--- src/rtl/vga_pkg.sv ---
//==============================================================================
// Module   : vga_pkg
// Brief    : XVGA (1024x768@60, 65 MHz) timing constants and shared types.
// Revision : 1.0
//==============================================================================
`default_nettype none

package vga_pkg;

  localparam int XVGA_H_ACTIVE = 1024;
  localparam int XVGA_H_FP     = 24;
  localparam int XVGA_H_SYNC   = 136;
  localparam int XVGA_H_BP     = 160;
  localparam int XVGA_V_ACTIVE = 768;
  localparam int XVGA_V_FP     = 3;
  localparam int XVGA_V_SYNC   = 6;
  localparam int XVGA_V_BP     = 29;

  localparam int XVGA_H_TOTAL = XVGA_H_ACTIVE + XVGA_H_FP + XVGA_H_SYNC + XVGA_H_BP;
  localparam int XVGA_V_TOTAL = XVGA_V_ACTIVE + XVGA_V_FP + XVGA_V_SYNC + XVGA_V_BP;

  localparam int XVGA_H_SYNC_START = XVGA_H_ACTIVE + XVGA_H_FP;
  localparam int XVGA_H_SYNC_END   = XVGA_H_SYNC_START + XVGA_H_SYNC;
  localparam int XVGA_V_SYNC_START = XVGA_V_ACTIVE + XVGA_V_FP;
  localparam int XVGA_V_SYNC_END   = XVGA_V_SYNC_START + XVGA_V_SYNC;

  localparam int HCOUNT_W = 11;
  localparam int VCOUNT_W = 10;

  typedef struct packed {
    logic [7:0] r;
    logic [7:0] g;
    logic [7:0] b;
  } pixel_t;

endpackage

`default_nettype wire

--- src/rtl/sync_delay_line.sv ---
//==============================================================================
// Module   : sync_delay_line
// Brief    : WIDTH x DEPTH shift register with a per-bit reset value.
// Revision : 1.0
//==============================================================================
`default_nettype none

module sync_delay_line #(
  parameter int               WIDTH     = 3,
  parameter int               DEPTH     = 3,
  parameter logic [WIDTH-1:0] RESET_VAL = '1
) (
  input  logic             clk,
  input  logic             reset_n,
  input  logic [WIDTH-1:0] i_data,
  output logic [WIDTH-1:0] o_data
);

  if (DEPTH == 0) begin : g_passthru
    logic w_unused;
    assign w_unused = &{1'b0, clk, reset_n};
    assign o_data   = i_data;
  end else begin : g_shift
    logic [WIDTH-1:0] r_stage [DEPTH];

    // Reset fills every stage so no stale sync pulse leaks out after reset
    always_ff @(posedge clk or negedge reset_n) begin
      if (!reset_n) begin
        for (int i = 0; i < DEPTH; i++) r_stage[i] <= RESET_VAL;
      end else begin
        r_stage[0] <= i_data;
        for (int i = 1; i < DEPTH; i++) r_stage[i] <= r_stage[i-1];
      end
    end

    assign o_data = r_stage[DEPTH-1];
  end

endmodule

`default_nettype wire

--- src/rtl/vga_timing_gen.sv ---
//==============================================================================
// Module   : vga_timing_gen
// Brief    : Raster counters, registered sync/blank decode, delayed syncs, frame tick.
// Revision : 1.0
//==============================================================================
`default_nettype none

module vga_timing_gen
  import vga_pkg::*;
#(
  parameter int H_ACTIVE   = XVGA_H_ACTIVE,
  parameter int H_FP       = XVGA_H_FP,
  parameter int H_SYNC     = XVGA_H_SYNC,
  parameter int H_BP       = XVGA_H_BP,
  parameter int V_ACTIVE   = XVGA_V_ACTIVE,
  parameter int V_FP       = XVGA_V_FP,
  parameter int V_SYNC     = XVGA_V_SYNC,
  parameter int V_BP       = XVGA_V_BP,
  parameter int PIPE_DELAY = 3
) (
  input  logic                clk,
  input  logic                reset_n,
  output logic [HCOUNT_W-1:0] hcount,
  output logic [VCOUNT_W-1:0] vcount,
  output logic                blank,
  output logic                hsync,
  output logic                vsync,
  output logic                hsync_d,
  output logic                vsync_d,
  output logic                blank_d,
  output logic                frame_tick,
  output logic [15:0]         frame_count
);

  localparam int c_h_total = H_ACTIVE + H_FP + H_SYNC + H_BP;
  localparam int c_v_total = V_ACTIVE + V_FP + V_SYNC + V_BP;

  localparam logic [HCOUNT_W-1:0] c_h_last       = HCOUNT_W'(c_h_total - 1);
  localparam logic [HCOUNT_W-1:0] c_h_active     = HCOUNT_W'(H_ACTIVE);
  localparam logic [HCOUNT_W-1:0] c_h_sync_start = HCOUNT_W'(H_ACTIVE + H_FP);
  localparam logic [HCOUNT_W-1:0] c_h_sync_end   = HCOUNT_W'(H_ACTIVE + H_FP + H_SYNC);
  localparam logic [VCOUNT_W-1:0] c_v_last       = VCOUNT_W'(c_v_total - 1);
  localparam logic [VCOUNT_W-1:0] c_v_active     = VCOUNT_W'(V_ACTIVE);
  localparam logic [VCOUNT_W-1:0] c_v_sync_start = VCOUNT_W'(V_ACTIVE + V_FP);
  localparam logic [VCOUNT_W-1:0] c_v_sync_end   = VCOUNT_W'(V_ACTIVE + V_FP + V_SYNC);

  if (c_h_total > (1 << HCOUNT_W)) begin : g_err_h_total
    $error("vga_timing_gen: H_TOTAL %0d exceeds hcount range", c_h_total);
  end
  if (c_v_total > (1 << VCOUNT_W)) begin : g_err_v_total
    $error("vga_timing_gen: V_TOTAL %0d exceeds vcount range", c_v_total);
  end
  if (PIPE_DELAY < 0 || PIPE_DELAY > 7) begin : g_err_pipe_delay
    $error("vga_timing_gen: PIPE_DELAY %0d outside 0..7", PIPE_DELAY);
  end

  logic [HCOUNT_W-1:0] r_hcount;
  logic [VCOUNT_W-1:0] r_vcount;
  logic                r_blank;
  logic                r_hsync;
  logic                r_vsync;
  logic                r_frame_tick;
  logic [15:0]         r_frame_count;

  logic                w_h_wrap;
  logic [HCOUNT_W-1:0] w_hcount_nxt;
  logic [VCOUNT_W-1:0] w_vcount_nxt;
  logic                w_hsync_nxt;
  logic                w_vsync_nxt;
  logic                w_blank_nxt;
  logic                w_tick_nxt;
  logic [2:0]          w_delayed;

  // Flags decode the next counter value so they land in the same register
  // update as the position they describe.
  always_comb begin
    w_h_wrap     = (r_hcount == c_h_last);
    w_hcount_nxt = w_h_wrap ? '0 : r_hcount + 1'b1;
    w_vcount_nxt = r_vcount;
    if (w_h_wrap) begin
      w_vcount_nxt = (r_vcount == c_v_last) ? '0 : r_vcount + 1'b1;
    end
    w_hsync_nxt = ~((w_hcount_nxt >= c_h_sync_start) && (w_hcount_nxt < c_h_sync_end));
    w_vsync_nxt = ~((w_vcount_nxt >= c_v_sync_start) && (w_vcount_nxt < c_v_sync_end));
    w_blank_nxt = (w_hcount_nxt >= c_h_active) || (w_vcount_nxt >= c_v_active);
    w_tick_nxt  = (w_hcount_nxt == '0) && (w_vcount_nxt == c_v_active);
  end

  always_ff @(posedge clk or negedge reset_n) begin
    if (!reset_n) begin
      r_hcount      <= '0;
      r_vcount      <= '0;
      r_blank       <= 1'b0;
      r_hsync       <= 1'b1;
      r_vsync       <= 1'b1;
      r_frame_tick  <= 1'b0;
      r_frame_count <= '0;
    end else begin
      r_hcount     <= w_hcount_nxt;
      r_vcount     <= w_vcount_nxt;
      r_blank      <= w_blank_nxt;
      r_hsync      <= w_hsync_nxt;
      r_vsync      <= w_vsync_nxt;
      r_frame_tick <= w_tick_nxt;
      if (w_tick_nxt) r_frame_count <= r_frame_count + 1'b1;
    end
  end

  sync_delay_line #(
    .WIDTH     (3),
    .DEPTH     (PIPE_DELAY),
    .RESET_VAL (3'b111)
  ) u_sync_delay (
    .clk     (clk),
    .reset_n (reset_n),
    .i_data  ({r_hsync, r_vsync, r_blank}),
    .o_data  (w_delayed)
  );

  assign hcount      = r_hcount;
  assign vcount      = r_vcount;
  assign blank       = r_blank;
  assign hsync       = r_hsync;
  assign vsync       = r_vsync;
  assign frame_tick  = r_frame_tick;
  assign frame_count = r_frame_count;
  assign {hsync_d, vsync_d, blank_d} = w_delayed;

endmodule

`default_nettype wire
--- config.mk ---
export PLATFORM = sky130hd
export DESIGN_NAME = vga_timing_gen
export DESIGN_NICKNAME = d
export VERILOG_FILES = /design/src/rtl/vga_pkg.sv /design/src/rtl/sync_delay_line.sv /design/src/rtl/vga_timing_gen.sv
export SDC_FILE = /design/constraint.sdc
export NUM_CORES = 1
export LEC_CHECK = 0
export ABC_AREA = 1
export ABC_CLOCK_PERIOD_IN_PS = 5600
export CAP_MARGIN = 25
export CORE_MARGIN = 10
export CORE_UTILIZATION = 60
export CTS_BUF_LIST = sky130_fd_sc_hd__clkbuf_8
export CTS_CLUSTER_DIAMETER = 50
export DETAILED_ROUTE_END_ITERATION = 12
export PLACE_DENSITY = 0.88
export SLEW_MARGIN = 0
export SYNTH_ARGS = -nofsm -noshare
export SYNTH_HDL_FRONTEND = slang
export SYNTH_SLANG_ARGS = --single-unit
--- constraint.sdc ---
create_clock -name clk -period 5.6 [get_ports clk]
set_input_delay 1.12 -clock clk [delete_from_list [all_inputs] [get_ports clk]]
set_output_delay 1.12 -clock clk [all_outputs]
set_load 0.01 [all_outputs]
==> flow_metrics.env <==
export IMPL_synth_xor_xnor_area_share_pct=4.10
export IMPL_p_comb_share_pct=1.4
export IMPL_intPower_uw=493
export IMPL_syn_cell_area_um2=2990
export IMPL_antenna_cells=0
export IMPL_fill_cells=363
export IMPL_holdCritPathClass="reg2reg"
export IMPL_tightest_slew_ns=0.411
export IMPL_synth_compound_area_share_pct=1.84
export IMPL_antenna_found_initial=0
export IMPL_p_sw_share_pct=19.6
export IMPL_final_max_slew_viol_count=0
export IMPL_skew_ns=0.00937
export IMPL_wl_per_cell_um=13.8
export IMPL_gp_congestion=0.956
export IMPL_clockPowerShare_pct=39.7
export IMPL_pwr_share_seq_pct=58.9
export IMPL_cts_buffer_depth=2
export IMPL_layout_nets=443
export IMPL_fin_hold_ws_ns=0.357
export IMPL_htreeDepth=2
export IMPL_final_cells=504
export IMPL_dr_pass1_iters=5
export IMPL_clockRootBuffer="clkbuf_8"
export IMPL_fp_dieW_um=90.6
export IMPL_grt_pass1_vias=2594
export IMPL_setup_viol=0
export IMPL_crit_path_end_kind="flip-flop"
export IMPL_coreArea_um2=4790
export IMPL_status="complete, no violations"
export IMPL_cp_arrival_ns=3.01
export IMPL_wirelength_um=6940
export IMPL_dp_cells=496
export IMPL_relSlewSlack_pct=72.5
export IMPL_synth_simple_gate_area_share_pct=40.3
export IMPL_required_ns=5.80
export IMPL_drt_iter0_markers=186
export IMPL_portBuffers=45
export IMPL_die_h_um=90.6
export IMPL_die_area_um2=8200
export IMPL_clk_latency_ns=0.31
export IMPL_synth_top_family_by_area="simple AND/OR/NAND/NOR gates"
export IMPL_drc=0
export IMPL_cts_buffers=5
export IMPL_grt_pass1_wl_um=12100
export IMPL_synth_mux_area_share_pct=0
export IMPL_start_kind="flip-flop"
export IMPL_post_route_period_util_pct=50.2
export IMPL_hold_viol_final=0
export IMPL_synth_distinct_cells=34
export IMPL_synth_avg_cell_area_um2=7.70
export IMPL_synth_edff_count=0
export IMPL_io_pin_count=46
export IMPL_yosys_top_cells_area="dfrtp_1 33%, nand2_1 14%, dfstp_2 9.7%, nand3_1 8.0%, inv_1 7.0%"
export IMPL_p_per_area_nw_per_um2=170
export IMPL_vias=2637
export IMPL_antenna_left=0
export IMPL_fin_crit_ns=2.81
export IMPL_synth_top_cell_area_share_pct=32.6
export IMPL_dp_hpwl_um=5240
export IMPL_path_clk_slew_ns=0.08
export IMPL_p_leak_nw=1.80
export IMPL_synthCells=388
export IMPL_tns_ns=0
export IMPL_track_usage_pct=17.5
export IMPL_irDropWorstVdd_mv=0.148
export IMPL_yosysWarnings=0
export IMPL_crit_type="reg2reg"
export IMPL_grt_overflow_total=0
export IMPL_yosysMostFrequentCell="nand2_1"
export IMPL_grt_max_degree=42
export IMPL_drv_cap=0
export IMPL_rsz0062_at_grt="no"
export IMPL_synth_adder_area_share_pct=2.09
export IMPL_cts_setup_buffers=0
export IMPL_syn_num_nets=395
export IMPL_ys_seq_area_share_pct=42.3
export IMPL_async_flop_share_pct=100
export IMPL_ys_flop_type="dfrtp_1"
export IMPL_ys_ff_latch=50
export IMPL_cts_resized=0
export IMPL_yosys_area_top_type="dfrtp_1"
export IMPL_cts_tree="yes"
export IMPL_areaGrowthSynthToFinish_pct=20.3
export IMPL_clkSinkCount=50
export IMPL_cts_hold_buf=0
export IMPL_netlist_top_cells_count="114 x nand2_1, 56 x inv_1, 48 x nand3_1"
export IMPL_start_util_pct=62.5
export IMPL_p_switching_uw=120
export IMPL_critPathMaxFanout=17
export IMPL_rows=25
export IMPL_fmax_ghz=0.356
export IMPL_layout_drive_gt1_share_pct=12.1
export IMPL_viasPerCell=5.23
-- critical path, cell delays in order (launching register included) --
cell	delay [ns]
dfrtp_1	0.48
ha_1	0.29
nand2_2	0.13
nor2_8	0.15
nand2_4	0.08
nor2_4	0.30
nor2_1	0.13
nor2_1	0.14
nand3_2	0.13
nor2_4	0.35
nand4_4	0.30
nand2_1	0.16
nand2_1	0.06
-- cells in the final DEF (no fill, tap or decap), types with 5 or more instances in the layout --
cell and n:
nand4_1 9, clkbuf_8 5, nor2_1 34, o21ai_0 5, nand3_1 48, nand2_2 9, nor2_4 6, nand2_1 114
ha_1 5, clkdlybuf4s50_1 44, xnor2_1 7, dfstp_2 11, xor2_1 7, inv_1 58, dfrtp_1 39
-- power groups by stage --
stage / Combinational, mW / Sequential, mW / Clock (mW)
final: 0.00853 / 0.361 / 0.243
after global routing: 0.0102 / 0.361 / 0.263
after CTS: 0.00910 / 0.361 / 0.248
after detailed placement: 0.00914 / 0.368 / 0
after global placement: 0.00714 / 0.368 / 0
after floorplan: 0.000000950 / 0.368 / 0
-- worst paths after layout --
| path | from | to | slack (ns) | cells past startpoint |
|---|---|---|---|---|
| setup / recovery | hcount[0] | frame_count[4] | 2.79 | 12 |
| setup reg to reg | hcount[0] | frame_count[4] | 2.79 | 12 |
| hold reg to reg | u_sync_delay.g_shift.r_stage[4] | u_sync_delay.o_data[1] | 0.36 | 0 |
| hold / removal | u_sync_delay.g_shift.r_stage[4] | u_sync_delay.o_data[1] | 0.36 | 0 |
| min in group asynchronous | reset_n | hcount[9] | 0.68 | 1 |
| max in group asynchronous | reset_n | u_sync_delay.o_data[1] | 4.38 | 2 |
-- state kept, by name, indices dropped and copies added, names as in the netlist --
signal and flops:
u_sync_delay.o_data 3, hsync 1, vsync 1, vcount 10
u_sync_delay.g_shift.r_stage 6, frame_tick 1, frame_count 16, blank 1
hcount 11
-- layer usage --
metal	track usage, %	up-vias	share of wire [%]
met3	5.32	24	6.8
met4	8.09	0	3.0
li1	-	1310	-
met1	21.3	1195	44
met2	27.8	108	46
met5	0	-	0
-- through the flow --
stage | setup WS (ns) | power [mW] | instance area, um^2 | util [%]
floorplan | 3.43 | 0.368 | 2990 | -
detailed placement | 2.84 | 0.377 | 3490 | 72.9
global placement | 2.95 | 0.375 | 3470 | 72.5
global route | 2.49 | 0.635 | 3590 | 75.1
CTS | 2.80 | 0.618 | 3590 | 75.1
finish | 2.79 | 0.613 | 3590 | 75.1
-- final cells by class --
cell class | instances | area [um^2] | share of cell area (%)
clock buffers | 5 | 68.8 | 1.91
repair buffers | 46 | 465 | 12.9
well taps | 67 | 83.8 | 2.33
clock inverters | 3 | 37.5 | 1.04
flip-flops and latches | 50 | 1260 | 35.2
inverters | 61 | 229 | 6.37
multi-input cells | 272 | 1450 | 40.2
-- kinds of logic after synthesis --
family,after synthesis
and+or+nand+nor,243
DFF,50
adders and majority gates,5
AOI/OAI and AO/OA,10
buffers and inverters,66
xor gates and xnor gates,14
(Power assumes the default switching activity.)
